===== config.mk =====
export PLATFORM = sky130hd
export DESIGN_NAME = fsab_rr_arbiter
export DESIGN_NICKNAME = d
export VERILOG_FILES = /design/src/rtl/fsab_rr_arbiter.sv
export SDC_FILE = /design/constraint.sdc
export NUM_CORES = 1
export LEC_CHECK = 0
export CORE_AREA = 5 5 224 226
export DETAILED_ROUTE_END_ITERATION = 12
export DIE_AREA = 0 0 229 231
export HOLD_SLACK_MARGIN = 0.1
export PLACE_DENSITY = 0.44
export SYNTH_ARGS = -nofsm -noshare
export SYNTH_HDL_FRONTEND = slang
export SYNTH_SLANG_ARGS = --single-unit

===== constraint.sdc =====
create_clock -name clk -period 7.44 [get_ports clk]
set_input_delay 2.232 -clock clk [delete_from_list [all_inputs] [get_ports clk]]
set_output_delay 2.232 -clock clk [all_outputs]
set_load 0.01 [all_outputs]

===== src/rtl/fsab_rr_arbiter.sv =====
// rtl/fsab_rr_arbiter.sv - credit-metered round-robin FSAB request arbiter with burst hold
// Optional requester-0 priority build: define FSAB_ARB_PRIO_EN.
module fsab_rr_arbiter #(
    parameter int NREQ    = 4,
    parameter int DID_W   = 4,
    parameter int ADDR_W  = 31,
    parameter int LEN_W   = 3,
    parameter int DATA_W  = 64,
    parameter int MASK_W  = 8,
    parameter int CREDITS = 4,
    parameter int CRED_W  = 3
) (
    input  logic                   clk,
    input  logic                   Nrst,
    input  logic [NREQ-1:0]        req_valid,
    output logic [NREQ-1:0]        req_ready,
    input  logic [NREQ-1:0]        req_mode,
    input  logic [NREQ*DID_W-1:0]  req_did,
    input  logic [NREQ*DID_W-1:0]  req_subdid,
    input  logic [NREQ*ADDR_W-1:0] req_addr,
    input  logic [NREQ*LEN_W-1:0]  req_len,
    input  logic [NREQ*DATA_W-1:0] req_data,
    input  logic [NREQ*MASK_W-1:0] req_mask,
    output logic                   fsabo_valid,
    output logic                   fsabo_mode,
    output logic [DID_W-1:0]       fsabo_did,
    output logic [DID_W-1:0]       fsabo_subdid,
    output logic [ADDR_W-1:0]      fsabo_addr,
    output logic [LEN_W-1:0]       fsabo_len,
    output logic [DATA_W-1:0]      fsabo_data,
    output logic [MASK_W-1:0]      fsabo_mask,
    input  logic                   fsabo_credit,
    output logic [3:0]             grant_id,
    output logic                   busy
);

    typedef enum logic {S_IDLE, S_BURST} state_t;

    state_t              r_state;
    state_t              w_state_nxt;
    logic [CRED_W-1:0]   r_credits;
    logic [CRED_W:0]     w_cred_sum;
    logic [CRED_W-1:0]   w_cred_nxt;
    logic [3:0]          r_rr_ptr;
    logic [3:0]          r_grant;
    logic [LEN_W-1:0]    r_remaining;

    logic [2*NREQ-1:0]   w_rot;
    logic                w_found;
    logic [4:0]          w_sum;
    logic [3:0]          w_win;
    logic                w_win_mode;
    logic [LEN_W-1:0]    w_win_len;
    logic                w_burst_valid;
`ifdef FSAB_ARB_PRIO_EN
    logic                w_prio_win;
`endif

    logic                w_accept;
    logic                w_new_grant;
    logic [3:0]          w_sel;

    logic                w_mode;
    logic [DID_W-1:0]    w_did;
    logic [DID_W-1:0]    w_subdid;
    logic [ADDR_W-1:0]   w_addr;
    logic [LEN_W-1:0]    w_len;
    logic [DATA_W-1:0]   w_data;
    logic [MASK_W-1:0]   w_mask;

    // Rotate so index 0 is the rr pointer; first set bit is the winner.
    always_comb begin
        w_rot   = {req_valid, req_valid} >> r_rr_ptr;
        w_found = 1'b0;
        w_sum   = '0;
        w_win   = '0;
        for (int i = 0; i < NREQ; i++) begin
            if (!w_found && w_rot[i]) begin
                w_found = 1'b1;
                w_sum   = {1'b0, r_rr_ptr} + 5'(i);
                if (w_sum >= 5'(NREQ)) begin
                    w_sum = w_sum - 5'(NREQ);
                end
                w_win = w_sum[3:0];
            end
        end
`ifdef FSAB_ARB_PRIO_EN
        w_prio_win = 1'b0;
        if (req_valid[0]) begin
            w_found    = 1'b1;
            w_win      = '0;
            w_prio_win = 1'b1;
        end
`endif
        w_win_mode    = 1'b0;
        w_win_len     = '0;
        w_burst_valid = 1'b0;
        for (int i = 0; i < NREQ; i++) begin
            if (w_win == 4'(i)) begin
                w_win_mode = req_mode[i];
                w_win_len  = req_len[i*LEN_W +: LEN_W];
            end
            if (r_grant == 4'(i) && req_valid[i]) begin
                w_burst_valid = 1'b1;
            end
        end
    end

    always_comb begin
        w_state_nxt = r_state;
        w_accept    = 1'b0;
        w_new_grant = 1'b0;
        w_sel       = r_grant;
        case (r_state)
            S_IDLE: begin
                w_sel = w_win;
                if (Nrst && r_credits != '0 && w_found) begin
                    w_accept    = 1'b1;
                    w_new_grant = 1'b1;
                    if (w_win_mode && w_win_len > LEN_W'(1)) begin
                        w_state_nxt = S_BURST;
                    end
                end
            end
            S_BURST: begin
                if (Nrst && w_burst_valid) begin
                    w_accept = 1'b1;
                    if (r_remaining == LEN_W'(1)) begin
                        w_state_nxt = S_IDLE;
                    end
                end
            end
            default: w_state_nxt = S_IDLE;
        endcase
    end

    always_comb begin
        req_ready = '0;
        w_mode    = 1'b0;
        w_did     = '0;
        w_subdid  = '0;
        w_addr    = '0;
        w_len     = '0;
        w_data    = '0;
        w_mask    = '0;
        for (int i = 0; i < NREQ; i++) begin
            if (w_sel == 4'(i)) begin
                req_ready[i] = w_accept;
                w_mode       = req_mode[i];
                w_did        = req_did[i*DID_W +: DID_W];
                w_subdid     = req_subdid[i*DID_W +: DID_W];
                w_addr       = req_addr[i*ADDR_W +: ADDR_W];
                w_len        = req_len[i*LEN_W +: LEN_W];
                w_data       = req_data[i*DATA_W +: DATA_W];
                w_mask       = req_mask[i*MASK_W +: MASK_W];
            end
        end
    end

    // A returned credit is not visible to the grant decision until next cycle.
    always_comb begin
        w_cred_sum = {1'b0, r_credits} + {{CRED_W{1'b0}}, fsabo_credit}
                   - {{CRED_W{1'b0}}, w_new_grant};
        w_cred_nxt = w_cred_sum[CRED_W-1:0];
        if (w_cred_sum > (CRED_W+1)'(CREDITS)) begin
            w_cred_nxt = CRED_W'(CREDITS);
        end
    end

    always_ff @(posedge clk or negedge Nrst) begin
        if (!Nrst) begin
            r_state     <= S_IDLE;
            r_credits   <= CRED_W'(CREDITS);
            r_rr_ptr    <= '0;
            r_grant     <= '0;
            r_remaining <= '0;
        end else begin
            r_state   <= w_state_nxt;
            r_credits <= w_cred_nxt;
            if (w_new_grant) begin
                r_grant <= w_win;
`ifdef FSAB_ARB_PRIO_EN
                if (!w_prio_win) begin
                    r_rr_ptr <= (w_win == 4'(NREQ-1)) ? 4'd0 : w_win + 4'd1;
                end
`else
                r_rr_ptr <= (w_win == 4'(NREQ-1)) ? 4'd0 : w_win + 4'd1;
`endif
                if (w_win_mode && w_win_len > LEN_W'(1)) begin
                    r_remaining <= w_win_len - LEN_W'(1);
                end
            end else if (w_accept) begin
                r_remaining <= r_remaining - LEN_W'(1);
            end
        end
    end

    always_ff @(posedge clk or negedge Nrst) begin
        if (!Nrst) begin
            fsabo_valid  <= 1'b0;
            fsabo_mode   <= 1'b0;
            fsabo_did    <= '0;
            fsabo_subdid <= '0;
            fsabo_addr   <= '0;
            fsabo_len    <= '0;
            fsabo_data   <= '0;
            fsabo_mask   <= '0;
        end else begin
            fsabo_valid <= w_accept;
            if (w_accept) begin
                fsabo_mode   <= w_mode;
                fsabo_did    <= w_did;
                fsabo_subdid <= w_subdid;
                fsabo_addr   <= w_addr;
                fsabo_len    <= w_len;
                fsabo_data   <= w_data;
                fsabo_mask   <= w_mask;
            end
        end
    end

    assign grant_id = r_grant;
    assign busy     = (r_state == S_BURST);

endmodule


==> impl_metrics.ini <==
[run_status]
status = finished, final reports clean

[yosys]
synthArstFlopShare_pct = 100
synth_top_cells_by_count = 130 x dfrtp_1, 115 x a22oi_1, 86 x nand2_1, 77 x nor2_1, 77 x o21ai_0
ys_types = 66
ys.flop_type = dfrtp_1
synth.top_cell.area_share_pct = 36.8
yosysSeqAreaShare_pct = 37.1
ys_warn_count = 0
synth-edff-count = 0
synth.most_common_cell = dfrtp_1
synthCells = 971
synth_area_leaders = dfrtp_1 37%, a22oi_1 9.8%, mux2i_1 7.6%
avgSynthCellArea_sq_um = 9.10
syn_nets = 1463
syn-cell-area_sq_um = 8840
yosysTopAreaCell = dfrtp_1
ys_ff_latch = 131

[global_routing]
track_usage_pct = 18.3
antenna_found_initial = 6
grt_max_degree = 70
grt_pass1_vias = 10777
grt_pass1_wl_um = 73100
grt-ovfl-total = 0

[critical_path]
rr_worst_depth = 24
critPathMaxFanout = 4
cp-start-kind = input pin
slowest_stage = or4_4
worstReg2RegEnd = r_remaining[0]$_DFFE_PN0P_
worstSetupPathType = in -> out
arrival_ps = 4940
path_cells = clkdlybuf4s50_1 -> nor4bb_1 -> a211oi_2 -> or4_4 -> a22oi_4 -> inv_2 -> nor2_4 -> nand3_1 -> buf_4 -> a211oi_4 -> buf_12
regToRegStartpoint = r_rr_ptr[0]$_DFFE_PN0P_
critPathRequiredTime_ps = 5210
reg2reg_setup_slack_ps = 2030
path_delay_family = simple AND/OR/NAND/NOR gates
critPathCaptureType = output pin
critPathBufInv = 4
cpPeakStageDelay_ps = 580

[floorplan]
core_area_sq_um = 48100
die_w_um = 229
io_pins = 592
row_count = 81
dieArea_sq_um = 52900
start_util_pct = 18.4
die_y_um = 231

[drt]
first_pass_iters = 6
viasPerCell = 4.75
drc = 0
postRouteAntennaNets = 0
drtIter0Drc = 524
drt-total-wl_um = 50600
vias = 10302
routedWlPerCell_um = 23.3

[timing]
post-route-period-util_pct = 96.4
clock_skew_ps = 10.9
maxSlewHeadroom_pct = 34.1
setup_viol = 0
period_needed_ps = 7170
fmaxAchievable_mhz = 139
tightest_slew_ps = 989
final-hold-violation-count = 0
finalMaxSlewViolations = 0
rsz0062_at_grt = false

[layout]
final_util_pct = 33.7
fin_cells = 2170
final_nets = 2021
drive_gt1_share_pct = 6.36
synthToLayoutAreaGrowth_pct = 83.4

[placement]
io_buffer_count = 591
hpwl_um = 38100
placed_cells = 2131
gp_congestion = 0.831

[clocking]
cts_root_buffer = clkbuf_16
hold_buffers = 0
clockBufferDepth = 2
cts.clk_slew.worst_paths_ps = 60
cts_tree = yes
clkSinkCount = 131
cts_buffers = 17
insertion_delay_ps = 480
cts_max_level = 4

[hold_path]
hp-start = fsabo_mask[6]$_DFFE_PN0N_
hold_path.class = reg -> reg
hold_path_depth = 2
hold-path-endpoint = fsabo_mask[6]$_DFFE_PN0N_

[power]
ir_drop_mv = 0.154
p_leak_nw = 6.16
p_per_area_nw_per_um2 = 280
power.total_mw = 4.54

[run]
cap_violations = 0
sequential cells by signal, summed over array words and instances (netlist names), 3 cells and up:
signal,flops
r_credits,3
grant_id,4
fsabo_mask,8
fsabo_subdid,4
r_remaining,3
fsabo_did,4
fsabo_len,3
fsabo_data,64
fsabo_addr,31
r_rr_ptr,4
worst max-delay path by stage:
stage / start / to / slack [ps] / depth (start not counted)
5_1_grt: req_valid[0] / req_ready[3] / 120 / 11
6_report: req_valid[0] / req_ready[3] / 270 / 11
2_1_floorplan: req_valid[0] / req_ready[3] / 530 / 11
3_5_place_dp: req_valid[1] / req_ready[2] / -20 / 11
4_1_cts: req_valid[0] / req_ready[1] / 20 / 10
3_3_place_gp: req_valid[0] / req_ready[1] / -20 / 10
stage by stage:
stage	worst slack [ps]	hold slack [ps]	setup TNS, ps	instance area (sq um)
floorplan	528	498	0	8840
CTS	21.1	495	0	16200
finish	268	491	0	16200
global route	125	525	0	16200
detailed placement	-20.7	480	-20.7	15500
global placement	-22.0	465	-22.0	15500
cell families after synthesis:
group                    Yosys count  share of synthesized area (%)
adder cells (fa/ha/maj)           25                           3.63
buffers and inverters            111                           5.51
AO/OA/AOI/OAI                    403                           33.0
AND/OR/NAND/NOR                  220                           11.4
multiplexers                      74                           8.74
flip-flops                       131                           37.1
XOR/XNOR                           7                          0.694
power breakdown:
group	switching, mW	internal [mW]	total, mW
Clock	0.356	0.662	1.02
Sequential	0.196	1.03	1.22
Combinational	1.07	1.22	2.30
layout by cell type (no fill, tap or decap), types with 3 or more instances in the layout:
master	Yosys	final
ha_1	24	24
nor2_4	1	3
o21ai_0	77	77
a21boi_0	4	4
clkdlybuf4s50_1	0	585
nor2b_1	7	7
buf_12	0	4
clkbuf_8	0	4
o21a_1	3	3
and3b_1	4	4
and2_1	6	5
a2bb2oi_1	50	50
o21ai_1	39	39
nor2_1	77	76
nand2b_1	4	4
dlymetal6s2s_1	0	4
mux2_2	5	5
a211oi_1	6	5
buf_4	8	32
nand3_1	6	6
diode_2	0	6
inv_1	22	22
dfrtp_1	130	130
nand2_1	86	84
a22oi_1	115	115
xnor2_1	5	5
a21oi_1	16	16
clkbuf_16	0	17
o221ai_1	66	66
nor3_1	4	4
nand4_1	4	4
bufinv_16	0	6
mux2i_1	67	67
nor3b_1	6	6
nand3b_1	6	6
tightest hold or removal path: stages (launching register included):
cell and delay [ps]:
dfrtp_1 340, nand2_1 50, o21ai_0 60
timing repair:
| action | in CTS | in global routing |
|---|---|---|
| setup buffers | 0 | 1 |
| setup endpoints to repair | 1 | 3 |
| gates resized for setup | 1 | 4 |
| pin swaps | 0 | 1 |
per-layer routing:
metal | vias up | part of all wire [%] | routed length [um] | track usage, %
li1 | 4840 | - | - | -
met2 | 404 | 51 | 25600 | 31.5
met3 | 49 | 7.0 | 3540 | 5.83
met4 | 0 | 2.5 | 1250 | 7.12
met1 | 5009 | 40 | 20200 | 21.3
met5 | - | 0 | 0 | 0
layout make-up:
class                   instances  area, sq um
multi-input cells             729         5110
repair buffers                626         6240
clock buffers                  23          488
clock inverters                 9          198
well taps                     622          778
inverters                      24         95.1
diodes                          6         15.0
flip-flops and latches        131         3280
fillers                      5000        31900
Note: power is estimated with default switching activity, not from simulation.
